File: src/rtl/fpu_issue_if.sv
// Execute-stage request, FPU unit start/result and hazard signals for fpu_issue_ctrl.
// slave = controller side, master = execute stage plus FPU units (the bench).
interface fpu_issue_if;
  logic        req_valid;
  logic        req_slow;
  logic [4:0]  req_funct5;
  logic [2:0]  req_rm;
  logic [31:0] req_rs1;
  logic [31:0] req_rs2;
  logic [31:0] req_rs3;
  logic        flush_e;
  logic        pipe_advance;
  logic        fast_fpu_valid;
  logic [31:0] fast_fpu_result;
  logic        slow_fpu_valid;
  logic [31:0] slow_fpu_result;
  logic        fast_fpu_en;
  logic        slow_fpu_en;
  logic [31:0] fpu_rd1;
  logic [31:0] fpu_rd2;
  logic [31:0] fpu_rd3;
  logic [2:0]  fpu_rm;
  logic [4:0]  fpu_funct5;
  logic        fpu_stall;
  logic        result_valid;
  logic [31:0] result;
  logic        timeout_err;

  modport slave (
    input  req_valid, req_slow, req_funct5, req_rm, req_rs1, req_rs2, req_rs3,
    input  flush_e, pipe_advance,
    input  fast_fpu_valid, fast_fpu_result, slow_fpu_valid, slow_fpu_result,
    output fast_fpu_en, slow_fpu_en, fpu_rd1, fpu_rd2, fpu_rd3, fpu_rm, fpu_funct5,
    output fpu_stall, result_valid, result, timeout_err
  );

  modport master (
    output req_valid, req_slow, req_funct5, req_rm, req_rs1, req_rs2, req_rs3,
    output flush_e, pipe_advance,
    output fast_fpu_valid, fast_fpu_result, slow_fpu_valid, slow_fpu_result,
    input  fast_fpu_en, slow_fpu_en, fpu_rd1, fpu_rd2, fpu_rd3, fpu_rm, fpu_funct5,
    input  fpu_stall, result_valid, result, timeout_err
  );
endinterface

File: src/rtl/fpu_issue_ctrl.sv
// Issues one FP op at a time to the fast/slow FPU; result_valid 3 cycles after accept for a 1-cycle unit.
// Stalls the hazard unit while an op is outstanding; holds the result in DONE until pipe_advance/flush_e.
module fpu_issue_ctrl #(
  parameter int TIMEOUT_CYCLES = 64,
  parameter int TO_W           = 7
) (
  input  logic       clk,
  input  logic       rst,
  fpu_issue_if.slave io
);

  typedef enum logic [2:0] {IDLE, WAIT_F, WAIT_S, DONE, DRAIN} state_t;

  state_t          state_q, state_d;
  logic [TO_W-1:0] cnt_q, cnt_d, cnt_inc;
  logic            first_q, first_d;
  logic            slow_q;
  logic            load;
  logic            to_hit;
  logic            unit_vld;
  logic [31:0]     unit_res;
  logic [31:0]     res_q, res_d;
  logic            terr_q, terr_d;
  logic            stall;
  logic [31:0]     rd1_q, rd2_q, rd3_q;
  logic [2:0]      rm_q;
  logic [4:0]      f5_q;

  assign cnt_inc  = cnt_q + TO_W'(1);
  // >= rather than == so a flush landing on the timeout cycle still ends DRAIN
  assign to_hit   = (cnt_q >= TO_W'(TIMEOUT_CYCLES - 1));
  assign unit_vld = slow_q ? io.slow_fpu_valid : io.fast_fpu_valid;
  assign unit_res = slow_q ? io.slow_fpu_result : io.fast_fpu_result;

  always_comb begin
    state_d = state_q;
    cnt_d   = cnt_q;
    first_d = 1'b0;
    load    = 1'b0;
    res_d   = res_q;
    terr_d  = terr_q;
    stall   = 1'b0;
    case (state_q)
      IDLE: begin
        stall = io.req_valid & ~io.flush_e;
        if (io.req_valid && !io.flush_e) begin
          load    = 1'b1;
          cnt_d   = '0;
          first_d = 1'b1;
          state_d = io.req_slow ? WAIT_S : WAIT_F;
        end
      end
      WAIT_F, WAIT_S: begin
        stall = 1'b1;
        cnt_d = cnt_inc;
        if (io.flush_e) begin
          state_d = unit_vld ? IDLE : DRAIN;
        end else if (unit_vld) begin
          res_d   = unit_res;
          state_d = DONE;
        end else if (to_hit) begin
          res_d   = '0;
          terr_d  = 1'b1;
          state_d = DONE;
        end
      end
      DONE: begin
        if (io.pipe_advance || io.flush_e) state_d = IDLE;
      end
      DRAIN: begin
        stall = io.req_valid;
        cnt_d = cnt_inc;
        if (unit_vld || to_hit) state_d = IDLE;
      end
      default: state_d = IDLE;
    endcase
  end

  always_ff @(posedge clk) begin
    if (rst) begin
      state_q <= IDLE;
      cnt_q   <= '0;
      first_q <= 1'b0;
      slow_q  <= 1'b0;
      res_q   <= '0;
      terr_q  <= 1'b0;
      rd1_q   <= '0;
      rd2_q   <= '0;
      rd3_q   <= '0;
      rm_q    <= '0;
      f5_q    <= '0;
    end else begin
      state_q <= state_d;
      cnt_q   <= cnt_d;
      first_q <= first_d;
      res_q   <= res_d;
      terr_q  <= terr_d;
      if (load) begin
        slow_q <= io.req_slow;
        rd1_q  <= io.req_rs1;
        rd2_q  <= io.req_rs2;
        rd3_q  <= io.req_rs3;
        rm_q   <= io.req_rm;
        f5_q   <= io.req_funct5;
      end
    end
  end

  assign io.fast_fpu_en  = (state_q == WAIT_F) & first_q;
  assign io.slow_fpu_en  = (state_q == WAIT_S) & first_q;
  assign io.fpu_rd1      = rd1_q;
  assign io.fpu_rd2      = rd2_q;
  assign io.fpu_rd3      = rd3_q;
  assign io.fpu_rm       = rm_q;
  assign io.fpu_funct5   = f5_q;
  assign io.fpu_stall    = stall;
  assign io.result_valid = (state_q == DONE);
  assign io.result       = res_q;
  assign io.timeout_err  = terr_q;

endmodule
File: src/flat_wrapper.sv
// flat-port wrapper written by rule: the top's interface ports become plain ports
module fpu_issue_ctrl_flat 
#(
  parameter int TIMEOUT_CYCLES = 64,
  parameter int TO_W           = 7
)
  (clk, rst, io_req_valid, io_req_slow, io_req_funct5, io_req_rm, io_req_rs1, io_req_rs2, io_req_rs3, io_flush_e, io_pipe_advance, io_fast_fpu_valid, io_fast_fpu_result, io_slow_fpu_valid, io_slow_fpu_result, io_fast_fpu_en, io_slow_fpu_en, io_fpu_rd1, io_fpu_rd2, io_fpu_rd3, io_fpu_rm, io_fpu_funct5, io_fpu_stall, io_result_valid, io_result, io_timeout_err);
  fpu_issue_if io_i ();
  input  logic clk;
  input  logic rst;
  input wire logic [$bits(io_i.req_valid)-1:0] io_req_valid;
  input wire logic [$bits(io_i.req_slow)-1:0] io_req_slow;
  input wire logic [$bits(io_i.req_funct5)-1:0] io_req_funct5;
  input wire logic [$bits(io_i.req_rm)-1:0] io_req_rm;
  input wire logic [$bits(io_i.req_rs1)-1:0] io_req_rs1;
  input wire logic [$bits(io_i.req_rs2)-1:0] io_req_rs2;
  input wire logic [$bits(io_i.req_rs3)-1:0] io_req_rs3;
  input wire logic [$bits(io_i.flush_e)-1:0] io_flush_e;
  input wire logic [$bits(io_i.pipe_advance)-1:0] io_pipe_advance;
  input wire logic [$bits(io_i.fast_fpu_valid)-1:0] io_fast_fpu_valid;
  input wire logic [$bits(io_i.fast_fpu_result)-1:0] io_fast_fpu_result;
  input wire logic [$bits(io_i.slow_fpu_valid)-1:0] io_slow_fpu_valid;
  input wire logic [$bits(io_i.slow_fpu_result)-1:0] io_slow_fpu_result;
  output wire logic [$bits(io_i.fast_fpu_en)-1:0] io_fast_fpu_en;
  output wire logic [$bits(io_i.slow_fpu_en)-1:0] io_slow_fpu_en;
  output wire logic [$bits(io_i.fpu_rd1)-1:0] io_fpu_rd1;
  output wire logic [$bits(io_i.fpu_rd2)-1:0] io_fpu_rd2;
  output wire logic [$bits(io_i.fpu_rd3)-1:0] io_fpu_rd3;
  output wire logic [$bits(io_i.fpu_rm)-1:0] io_fpu_rm;
  output wire logic [$bits(io_i.fpu_funct5)-1:0] io_fpu_funct5;
  output wire logic [$bits(io_i.fpu_stall)-1:0] io_fpu_stall;
  output wire logic [$bits(io_i.result_valid)-1:0] io_result_valid;
  output wire logic [$bits(io_i.result)-1:0] io_result;
  output wire logic [$bits(io_i.timeout_err)-1:0] io_timeout_err;
  assign io_i.req_valid = io_req_valid;
  assign io_i.req_slow = io_req_slow;
  assign io_i.req_funct5 = io_req_funct5;
  assign io_i.req_rm = io_req_rm;
  assign io_i.req_rs1 = io_req_rs1;
  assign io_i.req_rs2 = io_req_rs2;
  assign io_i.req_rs3 = io_req_rs3;
  assign io_i.flush_e = io_flush_e;
  assign io_i.pipe_advance = io_pipe_advance;
  assign io_i.fast_fpu_valid = io_fast_fpu_valid;
  assign io_i.fast_fpu_result = io_fast_fpu_result;
  assign io_i.slow_fpu_valid = io_slow_fpu_valid;
  assign io_i.slow_fpu_result = io_slow_fpu_result;
  assign io_fast_fpu_en = io_i.fast_fpu_en;
  assign io_slow_fpu_en = io_i.slow_fpu_en;
  assign io_fpu_rd1 = io_i.fpu_rd1;
  assign io_fpu_rd2 = io_i.fpu_rd2;
  assign io_fpu_rd3 = io_i.fpu_rd3;
  assign io_fpu_rm = io_i.fpu_rm;
  assign io_fpu_funct5 = io_i.fpu_funct5;
  assign io_fpu_stall = io_i.fpu_stall;
  assign io_result_valid = io_i.result_valid;
  assign io_result = io_i.result;
  assign io_timeout_err = io_i.timeout_err;
  fpu_issue_ctrl #(.TIMEOUT_CYCLES(TIMEOUT_CYCLES), .TO_W(TO_W)) u_core (.clk(clk), .rst(rst), .io(io_i));
endmodule
File: config.mk
export PLATFORM = sky130hd
export DESIGN_NAME = fpu_issue_ctrl_flat
export DESIGN_NICKNAME = d
export VERILOG_FILES = /design/src/rtl/fpu_issue_if.sv /design/src/rtl/fpu_issue_ctrl.sv /design/src/flat_wrapper.sv
export SDC_FILE = /design/constraint.sdc
export NUM_CORES = 1
export LEC_CHECK = 0
export CAP_MARGIN = 0
export CORE_UTILIZATION = 35
export CTS_CLUSTER_SIZE = 10
export DETAILED_ROUTE_END_ITERATION = 6
export HOLD_SLACK_MARGIN = 0.1
export PLACE_DENSITY = 0.76
export SETUP_SLACK_MARGIN = 0.15
export SYNTH_ARGS = -nofsm -noshare
export SYNTH_HDL_FRONTEND = slang
export SYNTH_SLANG_ARGS = --single-unit
File: constraint.sdc
create_clock -name clk -period 1.5 [get_ports clk]
set_input_delay 0.375 -clock clk [delete_from_list [all_inputs] [get_ports clk]]
set_output_delay 0.375 -clock clk [all_outputs]
set_load 0.005 [all_outputs]
# [After elaboration in Yosys (flattened, before gate mapping)]
# Index checks and enable logic that the tools add are counted.
[classes] n_bitwise=5 n_mux=18 order_cmp=1 n_reduce_logical=13 eq_ne=8 addsub=1
[ops] op="32-bit 2-to-1 mux" n=3
[ops] op="3-bit 2-to-1 mux" n=7
[ops] op="7-bit one-hot mux with 2 select lines" n=1
[ops] op="3-bit one-hot mux with 4 select lines" n=1
[ops] op="4-bit AND reduction" n=2
[ops] op="7-bit by 1-bit adder with 7-bit output (second input constant)" n=1
[ops] op="7-bit by 6-bit >= comparator with 1-bit output (second input constant)" n=1
[ops] op="7-bit 2-to-1 mux" n=1
[ops] op="3-bit by 2-bit == test with 1-bit output (second input constant)" n=2
[ops] op="2-bit by 1-bit inequality test with 1-bit output (second input constant)" n=3
[ops] op="4-bit by 2-bit inequality test with 1-bit output (second input constant)" n=1
[ops] op="2-bit nonzero test" n=2
[ops] op="1-bit bitwise AND" n=3
[ops] op="3-bit by 1-bit == test with 1-bit output (second input constant)" n=1
[ops] op="3-bit == test (second input constant)" n=1
[ops] op="3-bit zero test" n=1
[ops] op="1-bit 2-to-1 mux" n=3
[ops] op="1-bit one-hot mux with 3 select lines" n=1
[ops] op="3-bit AND reduction" n=1
[ops] op="3-bit OR reduction" n=1
[ops] op="1-bit logical OR" n=2
[ops] op="2-bit 2-to-1 mux" n=1
[ops] op="1-bit inverter" n=2
[ops] op="2-bit AND reduction" n=1
[ops] op="other kinds (3)" n=3
[totals] wordCells=57 regBits=149 inputBits=176 output_inout_bits=141

# [Depth between registers and ports, before layout]
[logic_depth] ltp_word=5 depth_mapped=8 depth_no_buf=5

# [Worst setup path after synthesis]
# No wires, ideal clock.
[synth_path] path_kind="reg-to-reg" start="reg u_core.state_q[1]" end="reg u_core.cnt_q[5]" n_path_buf=1 arrival_time_ns=1.539 setup_ns=0.070 slack_ns=-0.109 path_stages_with_launch=6 period_less_slack_ns=1.609 cell_sequence="dfxtp_1 buf_2 maj3_2 a31o_1 or4_1 a21boi_1"
[synth_via] elab_chain_len=4 elab_cells_between_ends=9 classes_between="eq/ne: 4; mux: 1; reduce/logical: 4"
[synth_lines] item="from (decl)" line_no="fpu_issue_ctrl.sv:14" rtl="state_t state_q, state_d;"
[synth_lines] item="from (signal assigned)" line_no="fpu_issue_ctrl.sv:93" rtl="state_q <= state_d;"
[synth_lines] item="3-bit == test (tied with other cells)" line_no="fpu_issue_ctrl.sv:43" rtl="case (state_q)"
[synth_lines] item="3-bit OR reduction (no line)"
[synth_lines] item="2-bit nonzero test (no line)"
[synth_lines] item="2-bit AND reduction (no line)"
[synth_lines] item="to (signal assigned)" line_no="fpu_issue_ctrl.sv:94" rtl="cnt_q <= cnt_d;"
[synth_lines] item="to (decl)" line_no="fpu_issue_ctrl.sv:15" rtl="logic [TO_W-1:0] cnt_q, cnt_d, cnt_inc;"
# Parallel ways exist; a longest one is shown, timed or not.
# A chain may end at the register's enable or synchronous reset.

# [Worst setup path in the final report]
[layout_path] start="reg u_core.state_q[0]" end="reg u_core.rd3_q[25], in the netlist u_core.io.fpu_rd3[25]"
[layout_via] elab_chain_len=2
[layout_lines] item="3-bit zero test" line_no="fpu_issue_ctrl.sv:43"
[layout_lines] item="1-bit 2-to-1 mux" line_no="fpu_issue_ctrl.sv:43"
[layout_lines] item="to (signal assigned)" line_no="fpu_issue_ctrl.sv:102" rtl="rd3_q <= io.req_rs3;"
[layout_lines] item="to (decl)" line_no="fpu_issue_ctrl.sv:25" rtl="logic [31:0] rd1_q, rd2_q, rd3_q;"
# No other way between the ends.

==> impl_metrics.yaml <==
critical_path:
  crit_end: "u_core.io.fpu_rd3[25]"
  crit_path_max_incr_delay_ns: 0.36
  worstSetupStartpoint: "u_core.state_q[0]"
  cp_top_family: "buffers and inverters"
  r2r_slack_ns: -0.34
  r2r_start: "u_core.state_q[0]"
  critical_path_class: "reg2reg"
  cp.depth: 9
  reg2reg_depth: 9
  crit_fanout: 6
  critPathRequiredTime_ns: 1.81
  worstPathCellList: "buf_6, buf_8, nor3_4, buf_4, and2_4, buf_6, clkbuf_16, nand2_1, a21oi_1"
  cp.buffers_inverters: 5
  crit_top_cell: "buf_6"
  crit_arrival_ns: 2.15
  cp_slowest_cell: "dfxtp_4"
  crit_path_start_kind: "register"
  r2r-end: "u_core.io.fpu_rd3[25]"
  timing.critical_path.to_type: "register"
floorplan:
  core_area_sq_mm: 0.0161
  die_area_sq_mm: 0.0172
  initial_core_util: 0.363
  die_h_um: 131
  io_pins: 317
  die-width_um: 131
  rows: 46
detailed_routing:
  ant_nets: 0
  wl_um: 28100
  wire_per_inst_um: 20.6
  vias: 7119
  dr.pass1.iters: 4
  first_iter_violations: 357
  drc: 0
  viasPerCell: 5.22
synth:
  synthCells: 725
  synth_seq_cells: 149
  synth_ff_type: "dfxtp_1"
  async_flop_share: 0
  syn_area_sq_mm: 0.00585
  synth_edf_count: 0
  synth_nets: 902
  synth_area_per_cell_sq_um: 8.07
  synth_top_cell_by_area: "dfxtp_1"
  synth_area_leaders: "dfxtp_1 51%, nand2_1 16%, a21oi_1 12%"
  synth-seq-area-share: 0.510
  synth_top_area_share: 0.510
  yosys_warnings: 0
  synth_cell_type_count: 44
sta:
  rsz0062_at_grt: "yes"
  clock_skew_ns: 0.00985
  finalHoldViolCount: 0
  slew_headroom: 0.707
  report.final.slew_viol_count: 0
  worst_slack_ns: -0.336
  setup_violations: 152
  min_period_over_period: 1.22
  period_needed_ns: 1.84
  fmax_ghz: 0.545
  tightestPinTransition_ns: 0.440
grt:
  grt_max_degree: 50
  met2_usage: 0.508
  antenna_found_initial: 1
  grt_pass1_wl_um: 36500
  grt_pass1_vias: 6770
  grt.total_usage: 0.270
  use_met1: 0.290
  globalRouteMet3Util: 0.0725
  gr-total-overflow: 0
  grt.busiest_layer: "met2"
power_and_ir_drop:
  internal-power_mw: 11.4
  p_per_area_mw_per_mm2: 1330
  switching_share: 0.344
  seqPwrFrac: 0.282
  vdd_drop_max_uv: 905
  power.total_mw: 17.4
  clockPowerShare: 0.237
  pwr-share-comb: 0.481
  leakage_nw: 5.34
  p_sw_mw: 5.98
flow_run:
  cap_violations: 0
cts:
  root_buffer: "clkbuf_16"
  cts_buffers: 17
  cts_tree: "built"
  worst_setup_hold_path_clk_slew_ns: 0.07
  h-tree-depth: 4
  clock_latency_ns: 0.42
  cts_max_path_buffers: 2
  cts_num_sinks: 149
status:
  status: "finished, violations left"
  violations: "setup timing"
place:
  dpl.hpwl_um: 13300
  gp_congestion: 0.779
  portBuffers: 316
final_layout:
  area_delta_synth_final_pct: 123
  fin_nets: 1312
  final_layout_size_suffix_gt1_frac: 0.598
  utilization: 0.810
min_path:
  worst_hold_path_type: "reg2reg"
## Yosys cell counts, types with 4 or more instances
cell / instances
dfxtp_1: 149
o21ai_1: 33
buf_2: 13
o21ai_0: 4
clkbuf_1: 41
nor2_1: 6
mux2_2: 33
inv_1: 6
nand2_1: 247
a21oi_1: 143
## timing repair
action                     4_1_cts  5_1_grt
resized for setup              580      424
buffers inserted                26       32
hold buffers                     0        0
pin swaps                       44      200
cloned                          28        7
setup endpoints to repair      288      244
## cell usage in the layout (no fill, tap or decap), drive strengths merged, types with 3 or more instances in the layout
cell type        n
a211oi           3
a21oi          143
and2             4
buf            167
clkbuf          51
clkdlybuf4s15   72
clkdlybuf4s50  172
clkinv           6
dfxtp          149
inv              9
mux2            33
nand2          249
nor2             6
nor3             4
o21ai           37
or2              3
## routing by layer
layer / share of wire / wire length [um] / vias up
met3: 0.065 / 1840 / 83
met5: 0 / 0 / -
met1: 0.36 / 10000 / 3425
met4: 0.042 / 1170 / 0
met2: 0.54 / 15100 / 340
li1: - / - / 3271
## through the flow
step	instance area [sq um]	instances	hold slack [ns]	TNS (ns)	setup WS, ns
after detailed placement	9490	1239	0.443	-64.55	-0.598
after global placement	9490	1239	0.440	-59.31	-0.560
final	13100	1365	0.450	-20.30	-0.336
after CTS	11500	1325	0.442	-16.15	-0.214
after global routing	13100	1365	0.465	-30.19	-0.378
after floorplan	5910	725	0.442	-1.75	-0.0554
## tightest hold or removal path, delay by kind of cell (launching register included)
kind / cells / cell delay, ns
compound gates: 1 / 0.04
flops: 1 / 0.32
simple gates: 1 / 0.05
## layout make-up
cell class | count | area, sq um
Antenna cell | 1 | 2.50
Clock buffer | 21 | 480
Clock inverter | 11 | 92.6
Fill cell | 931 | 3060
Inverter | 6 | 22.5
Multi-Input combinational cell | 518 | 4210
Sequential cell | 149 | 3100
Tap cell | 216 | 270
Timing Repair Buffer | 443 | 4880
## power by group through the flow
| stage | clock network [mW] | logic (mW) | registers [mW] |
|---|---|---|---|
| detailed placement | 0 | 4.13 | 4.80 |
| global route | 4.35 | 8.76 | 4.95 |
| CTS | 4.13 | 6.33 | 4.78 |
| floorplan | 0 | 1.86 | 4.80 |
| finish | 4.12 | 8.37 | 4.90 |
| global placement | 0 | 4.11 | 4.77 |
## cells by family after synthesis
kind of cell	after synthesis	share of synthesized area
mux	35	0.0669
simple gates	279	0.193
compound gates	197	0.181
xor+xnor	2	0.00299
fa+ha+maj	2	0.00406
flops	149	0.510
buf+inv	61	0.0419
## state kept, by name, summed over array words and instances, names as in the netlist, 3 cells and up
signal                flops
u_core.io.fpu_funct5      5
u_core.io.fpu_rd3        32
u_core.io.fpu_rd1        32
u_core.cnt_q              7
u_core.io.fpu_rd2        32
u_core.io.fpu_rm          3
u_core.state_q            3
u_core.io.result         32
## how the worst min path moves through the flow
stage	from	cells after the start	endpoint	slack, ns
after global routing	u_core.io.fpu_rd3[15]	2	u_core.io.fpu_rd3[15]	0.46
after detailed placement	u_core.io.timeout_err	2	u_core.io.timeout_err	0.44
after global placement	u_core.io.fpu_rd1[19]	2	u_core.io.fpu_rd1[19]	0.44
after floorplan	u_core.io.timeout_err	2	u_core.io.timeout_err	0.44
final	u_core.io.fpu_rd1[16]	2	u_core.io.fpu_rd1[16]	0.45
after CTS	rst	3	u_core.io.fpu_rd2[28]	0.44
(Power assumes the default switching activity.)
